--- src/rtl/traffic_arbiter.sv ---
// Two-street intersection arbiter: six-state light sequencer with a saturating
// dwell counter, minimum/maximum green times and a Mealy change strobe.
module traffic_arbiter #(
   parameter int GREEN_MIN = 4,
   parameter int GREEN_MAX = 12,
   parameter int YELLOW_T  = 3
) (
   input  logic       clk,
   input  logic       reset,
   input  logic       a,
   input  logic       b,
   output logic [1:0] la,
   output logic [1:0] lb,
   output logic [2:0] st,
   output logic       chg
);

   localparam int unsigned CW = 4;

   localparam logic [2:0] S_A_GREEN  = 3'd0;
   localparam logic [2:0] S_A_YELLOW = 3'd1;
   localparam logic [2:0] S_RED_AB   = 3'd2;
   localparam logic [2:0] S_B_GREEN  = 3'd3;
   localparam logic [2:0] S_B_YELLOW = 3'd4;
   localparam logic [2:0] S_RED_BA   = 3'd5;

   localparam logic [1:0] L_GREEN  = 2'b00;
   localparam logic [1:0] L_YELLOW = 2'b01;
   localparam logic [1:0] L_RED    = 2'b10;

   localparam logic [CW-1:0] G_MIN_M1 = CW'(GREEN_MIN - 1);
   localparam logic [CW-1:0] G_MAX_M1 = CW'(GREEN_MAX - 1);
   localparam logic [CW-1:0] Y_M1     = CW'(YELLOW_T - 1);
   localparam logic [CW-1:0] CNT_SAT  = CW'(15);

   logic [2:0]    state;
   logic [2:0]    state_nx;
   logic [CW-1:0] cnt;
   logic [CW-1:0] cnt_nx;
   logic [1:0]    la_nx;
   logic [1:0]    lb_nx;

   logic min_ok;
   logic max_hit;
   logic yellow_done;

   assign min_ok      = (cnt >= G_MIN_M1);
   assign max_hit     = (cnt >= G_MAX_M1);
   assign yellow_done = (cnt == Y_M1);

   // State, dwell counter and registered Moore outputs
   always_ff @(posedge clk or negedge reset) begin
      if (!reset) begin
         state <= S_A_GREEN;
         cnt   <= '0;
         la    <= L_GREEN;
         lb    <= L_RED;
         st    <= S_A_GREEN;
      end else begin
         state <= state_nx;
         cnt   <= cnt_nx;
         la    <= la_nx;
         lb    <= lb_nx;
         st    <= state_nx;
      end
   end

   // Next state, Mealy change strobe and next-cycle light decode
   always_comb begin
      state_nx = state;
      chg      = 1'b0;
      la_nx    = L_RED;
      lb_nx    = L_RED;

      case (state)
         S_A_GREEN: begin
            if (min_ok && b && (!a || max_hit)) begin
               chg      = 1'b1;
               state_nx = S_A_YELLOW;
            end
         end
         S_A_YELLOW: if (yellow_done) state_nx = S_RED_AB;
         S_RED_AB:   state_nx = S_B_GREEN;
         S_B_GREEN: begin
            if (min_ok && a && (!b || max_hit)) begin
               chg      = 1'b1;
               state_nx = S_B_YELLOW;
            end
         end
         S_B_YELLOW: if (yellow_done) state_nx = S_RED_BA;
         S_RED_BA:   state_nx = S_A_GREEN;
         default:    state_nx = S_A_GREEN;
      endcase

      // Strobe must never be seen while reset holds the sequencer
      if (!reset) chg = 1'b0;

      case (state_nx)
         S_A_GREEN:  la_nx = L_GREEN;
         S_A_YELLOW: la_nx = L_YELLOW;
         S_B_GREEN:  lb_nx = L_GREEN;
         S_B_YELLOW: lb_nx = L_YELLOW;
         default: begin
            la_nx = L_RED;
            lb_nx = L_RED;
         end
      endcase

      if (state_nx != state)   cnt_nx = '0;
      else if (cnt == CNT_SAT) cnt_nx = cnt;
      else                     cnt_nx = cnt + CW'(1);
   end

endmodule

--- config.mk ---
export PLATFORM = sky130hd
export DESIGN_NAME = traffic_arbiter
export DESIGN_NICKNAME = d
export VERILOG_FILES = /design/src/rtl/traffic_arbiter.sv
export SDC_FILE = /design/constraint.sdc
export NUM_CORES = 1
export LEC_CHECK = 0
export ABC_AREA = 0
export BUFFER_PORTS_ARGS = -buffer_cell sky130_fd_sc_hd__clkbuf_2
export CAP_MARGIN = 30
export CORE_AREA = 4 4 41 43
export CTS_BUF_LIST = sky130_fd_sc_hd__clkbuf_4
export DETAILED_ROUTE_END_ITERATION = 6
export DIE_AREA = 0 0 45 47
export PLACE_DENSITY = 0.76
export SKIP_LAST_GASP = 1
export SYNTH_ARGS = -nofsm -noshare
export SYNTH_HDL_FRONTEND = slang
export SYNTH_SLANG_ARGS = --single-unit
--- constraint.sdc ---
create_clock -name clk -period 1.84 [get_ports clk]
set_input_delay 0.184 -clock clk [delete_from_list [all_inputs] [get_ports clk]]
set_output_delay 0.184 -clock clk [all_outputs]
set_load 0.005 [all_outputs]
==> flow_summary_export.csv, run 1 <==
group,metric,value,unit
detailed_routing,ant_nets,0,
detailed_routing,wl_per_cell,16.6,um
layout,final_area,927,um2
logic_synthesis,ys_warn_count,0,
critical_path,r2r_cells,6,
global_route,grt_overflow,0,
clock_network,numCtsBuffers,3,
layout,final_nets,98,
power,leakage,0.000416,uW
place,port_buffers,11,
sta,timing.final.ws_setup,-0.173,ns
floorplan,fp.coreArea,1300,um2
run_status,violations,"negative setup slack",
logic_synthesis,syn_area_per_cell,9.71,um2
critical_path,r2r-start,"state[1]",
floorplan,dieWidth,45,um
layout,drive_gt1_share,47.3,%
clock_network,clock-root-buffer,"clkbuf_4",
detailed_routing,viasPerCell,5.92,
clock_network,cts.clk_slew.worst_paths,0.08,ns
place,gp_congestion,0.875,
critical_path,cp_data_required_time,1.99,ns
detailed_routing,dr.pass1.iters,4,
sta,slew_headroom,73.0,%
critical_path,cp-start-kind,"flip-flop",
global_route,grt_start_max_net_pins,13,
floorplan,io_pins,12,
sta,rsz0062_at_grt,"yes",
layout,num_antenna_cells,0,
sta,fin_setup_tns,-0.774,ns
logic_synthesis,synth.distinct_cells,28,
layout,multiInputGateArea,412,um2
critical_path,crit_arrival,2.16,ns
logic_synthesis,syn-instance-count,66,
layout,synthToLayoutAreaGrowth,44.7,%
logic_synthesis,yosysSeqAreaShare,43.2,%
power,ir_drop,0.000800,V
critical_path,crit_path_end,"cnt[2]",
place,dpl_cell_area,772,um2
place,dpl.hpwl,1060,um
layout,fin_util,71.3,%
critical_path,cp-startpoint,"state[1]",
worst_hold_path,hold_class,"in -> reg",
floorplan,die-area,2120,um2
global_route,antenna_found_initial,0,
sta,period_needed,2.01,ns
sta,tightest_slew,0.405,ns
logic_synthesis,synth_area,641,um2
detailed_routing,drcViolationCount,0,
sta,skew,0.00425,ns
sta,slew_violations,0,
global_route,grt_usage,18.1,%
clock_network,cts_tree,"built",
clock_network,htree_levels,1,
critical_path,endpoint_kind,"flip-flop",
sta,finalHoldViolations,0,
detailed_routing,routed_wl,1760,um
job,maxCapViolCount,0,
layout,regArea,278,um2
global_route,grt_pass1_wl,2690,um
floorplan,initial_core_util,49.2,%
critical_path,r2r-end,"cnt[2]",
layout,nFillCells,97,
critical_path,path_class,"reg -> reg",
logic_synthesis,synth-seq-cells,11,
clock_network,cts_sinks,11,
floorplan,fp-row-count,13,
sta,finalCritPeriodShare,109,%
global_route,grt_pass1_vias,596,
sta,fmax,497,MHz
critical_path,reg2reg_slack,-0.17,ns
run_status,status,"finished, violations left",
clock_network,clockBufferDepth,2,
floorplan,die_y,47,um
power,powerDensity,1560,nW/um2
sta,finalSetupViolCount,5,
detailed_routing,vias,628,
critical_path,path_max_fanout,4,
logic_synthesis,syn-num-nets,72,
clock_network,clock_latency,0.27,ns
place,dpl_worst_slack,-0.0276,ns
detailed_routing,detail_route.iter0.violations,35,
[cells in the mapped netlist]
library cell  number  area, um2
a2111oi_2          2       30.0
a211o_1            1       8.76
a21boi_0           1       7.51
a21oi_1            6       30.0
and3_1             1       6.26
buf_2              2       10.0
buf_6              1       11.3
clkbuf_1           2       7.51
dfrtp_1           10        250
dfstp_2            1       26.3
ha_1               2       25.0
inv_1              4       15.0
mux2i_1            2       20.0
nand2_1            3       11.3
nand3_1            5       25.0
nand4_1            1       6.26
nor2_1             4       15.0
nor2b_1            3       18.8
nor3_1             2       10.0
nor3b_1            2       15.0
nor3b_2            1       12.5
nor4_1             1       6.26
o21ai_0            3       15.0
o21bai_1           2       15.0
o221ai_1           1       8.76
o221ai_2           1       15.0
or4b_1             1       10.0
xnor2_1            1       8.76
[worst max-delay path, stage by stage, from the launching register on]
cell and delay [ns]:
dfrtp_1 0.38, or4b_1 0.51, a211o_1 0.28, buf_4 0.15, o221ai_4 0.07, mux2i_4 0.41, nor4_2 0.08
[power by group]
part / internal (uW) / switching (uW) / total, uW
clock network: 98.7 / 90.0 / 189
registers: 338 / 76.8 / 414
logic: 414 / 429 / 843
[stage by stage]
stage,hold WS (ns),instances,total power [uW]
4_1_cts,0.292,104,1310
3_3_place_gp,0.0743,98,1020
3_5_place_dp,0.0804,98,1030
2_1_floorplan,-0.112,66,779
6_report,0.293,106,1450
5_1_grt,0.332,106,1540
[final cells by class]
cell class / instances / share of cell area, %
Clock buffer: 4 / 3.24
Inverter: 4 / 1.62
Multi-Input combinational cell: 46 / 44.4
Sequential cell: 11 / 30.0
Tap cell: 15 / 2.02
Timing Repair Buffer: 26 / 18.8
[repair_timing]
action	in CTS	in global routing
endpoints found under the setup margin	5	6
hold endpoints to repair	10	0
hold buffers	1	0
pin swaps	4	2
setup buffers	1	2
gates resized for setup	6	11
[how the worst min path moves through the flow]
stage | startpoint | to | slack (ns) | depth (start not counted)
6_report | a | state[2] | 0.29 | 3
5_1_grt | a | state[2] | 0.33 | 3
4_1_cts | a | state[2] | 0.29 | 3
3_5_place_dp | reset | cnt[1] | 0.08 | 1
3_3_place_gp | reset | cnt[1] | 0.07 | 1
2_1_floorplan | reset | cnt[0] | -0.11 | 0
[cells in the final DEF (no fill, tap or decap), types with 2 or more instances in the layout]
cell type	count
a2111oi_4	2
a21oi_1	5
buf_4	13
clkbuf_2	11
clkbuf_4	4
dfrtp_1	9
inv_1	3
nand2_1	3
nand3_1	5
nor2_1	4
nor2b_1	3
o21ai_0	2
o21bai_1	2
[sequential cells by signal (all words and copies together) (netlist names)]
| name | flops |
|---|---|
| cnt | 4 |
| state | 3 |
| lb | 2 |
| la | 2 |
[per-layer routing]
layer	part of all wire, %	up-vias	track usage (%)	wire length, um
met5	0	-	0	0
li1	-	289	-	-
met2	48	39	28.5	849
met3	7.4	6	1.92	130
met1	40	294	24.7	710
met4	4.0	0	9.36	70
[logic make-up (layout without fill, tap and decap cells)]
group	count (synthesis)	in the layout	synth area share, %
AND/OR/NAND/NOR	24	24	21.3
AO/OA/AOI/OAI	17	17	20.3
flip-flops	11	11	43.2
buffers and inverters	9	34	6.84
adder cells (fa/ha/maj)	2	2	3.91
multiplexers	2	2	3.13
XOR/XNOR	1	1	1.37
Power figures use the tool's default switching activity.
==> inputs of run 2 (changes only) <==
--- a/config.mk
+++ b/config.mk
@@ -12,7 +12,9 @@
 export CTS_BUF_LIST = sky130_fd_sc_hd__clkbuf_4
 export DETAILED_ROUTE_END_ITERATION = 6
 export DIE_AREA = 0 0 45 47
+export MAX_ROUTING_LAYER = met4
 export PLACE_DENSITY = 0.76
+export SKIP_CTS_REPAIR_TIMING = 1
 export SKIP_LAST_GASP = 1
 export SYNTH_ARGS = -nofsm -noshare
 export SYNTH_HDL_FRONTEND = slang
==> run 2 against run 1 <==
Clock-buffer cell count stayed put; core utilization is 2.5 points lower; global-route usage is 1.4 points lower; die area stayed put; total power is 4.1% lower; register-to-register slack worse by 0.03 ns; design area is 3.5% lower; the run still ends with negative setup slack left; sequential power is 3% lower; sequential share of layout area is 0.95 points higher; wire length is 0.51% lower; fmax is 1.6% lower.
==> flow_summary_export.csv, run 2 (synthesis gave the netlist of run 1 again) <==
group,metric,value,unit
critical_path,cp_data_required_time,1.97,ns
clock_network,clockBufferDepth,2,
critical_path,crit_chain,"or4b_1 -> a211o_1 -> buf_4 -> o221ai_4 -> mux2i_4 -> nor4_1",
place,gp_congestion,0.889,
worst_hold_path,hold_class,"in -> reg",
floorplan,die-area,2120,um2
sta,slew_headroom,63.3,%
detailed_routing,wl_per_cell,16.4,um
power,leakage,0.000415,uW
run_status,status,"finished, violations left",
clock_network,cts.clk_slew.worst_paths,0.08,ns
sta,period_needed,2.04,ns
critical_path,cp-start-kind,"flip-flop",
global_route,grt_start_max_net_pins,13,
layout,regMostFlops,"cnt",
sta,rsz0062_at_grt,"yes",
layout,final_cell_mix,"14 x buf_4, 10 x dfrtp_1, 10 x clkbuf_2",
critical_path,cpPeakStageDelay,0.52,ns
floorplan,dieWidth,45,um
layout,largestRegisters,"cnt (4), state (3)",
floorplan,initial_core_util,49.2,%
global_route,grt_pass1_wl,2370,um
detailed_routing,drcViolationCount,0,
layout,nFillCells,97,
place,dpl_worst_slack,-0.0276,ns
layout,final_common_cell,"buf_4",
critical_path,path_class,"reg -> reg",
power,powerDensity,1550,nW/um2
sta,finalCritPeriodShare,111,%
clock_network,cts_tree,"built",
critical_path,path_max_fanout,4,
floorplan,fp-row-count,13,
detailed_routing,ant_nets,0,
sta,fmax,489,MHz
detailed_routing,routed_wl,1750,um
place,dpl.hpwl,1060,um
detailed_routing,viasPerCell,6.13,
job,maxCapViolCount,0,
critical_path,slowest_stage,"or4b_1",
clock_network,cts_sinks,11,
clock_network,clock_latency,0.27,ns
sta,finalSetupViolCount,5,
detailed_routing,vias,656,
global_route,grt_pass1_vias,558,
clock_network,htree_levels,1,
floorplan,fp.coreArea,1300,um2
sta,finalHoldViolations,0,
global_route,antenna_found_initial,0,
layout,drive_gt1_share,42.4,%
run_status,violations,"negative setup slack",
layout,final_nets,99,
place,dp.cells,98,
sta,timing.final.ws_setup,-0.205,ns
sta,slew_violations,0,
power,ir_drop,0.000866,V
global_route,grt_overflow,0,
critical_path,endpoint_kind,"flip-flop",
sta,skew,0.00730,ns
sta,tightest_slew,0.550,ns
critical_path,crit_arrival,2.17,ns
detailed_routing,detail_route.iter0.violations,28,
floorplan,die_y,47,um
layout,num_antenna_cells,0,
clock_network,numCtsBuffers,3,
detailed_routing,dr.pass1.iters,4,
layout,fin_cells,107,
place,port_buffers,11,
global_route,grt_usage,16.7,%
clock_network,clock-root-buffer,"clkbuf_4",
layout,largest_reg_flops,4,
floorplan,io_pins,12,
layout,fin_util,68.8,%
layout,synthToLayoutAreaGrowth,39.6,%
[run 2: final timing paths]
| kind | startpoint | end | slack (ns) | cells past startpoint |
|---|---|---|---|---|
| worst min register to register | state[2] | state[1] | 0.61 | 2 |
| worst min-delay path | a | state[2] | 0.32 | 3 |
| worst max-delay path | state[2] | cnt[2] | -0.20 | 6 |
| min in group asynchronous | reset | state[2] | 0.33 | 2 |
| max in group asynchronous | reset | lb[1] | 1.23 | 2 |
| worst max register to register | state[2] | cnt[2] | -0.20 | 6 |
[run 2: routing by layer]
layer / vias to the layer above / track usage, % / routed length [um] / share of wire, %
met5: - / - / 0 / 0
met4: 0 / 10.5 / 82 / 4.7
met3: 18 / 2.30 / 142 / 8.1
met2: 48 / 26.0 / 822 / 47
met1: 302 / 20.4 / 705 / 40
li1: 288 / - / - / -
[run 2: through the flow]
step	cell area (um2)	hold WS, ns	power [uW]	TNS [ns]
2_1_floorplan	644	-0.112	779	-0.240
4_1_cts	802	-0.212	1220	-0.475
3_3_place_gp	772	0.0743	1020	-0.00398
3_5_place_dp	772	0.0804	1030	-0.0322
5_1_grt	895	0.362	1470	-1.22
6_report	895	0.321	1390	-0.904
[run 2: layout make-up]
type / instances / area (um2) / share of cell area (%)
timing repair buffer: 27 / 181 / 20.3
sequential: 11 / 277 / 30.9
multi-input combinational: 46 / 373 / 41.7
inverter: 4 / 15.0 / 1.68
clock buffer: 4 / 30.0 / 3.36
tap: 15 / 18.8 / 2.10
[run 2: critical path, delay by kind of cell, from the launching register on]
family	cells	cell delay, ns
buffers and inverters	1	0.15
and+or+nand+nor	2	0.61
muxes	1	0.37
AOI/OAI and AO/OA	2	0.40
DFF	1	0.37
[run 2: where the power goes]
| part | internal [uW] | switching (uW) | leakage [uW] | total [uW] |
|---|---|---|---|---|
| sequential | 336 | 64.2 | 0.000139 | 400 |
| clock | 98.5 | 80.9 | 0.0000184 | 179 |
| combinational | 396 | 411 | 0.000258 | 807 |
| total | 830 | 556 | 0.000415 | 1390 |
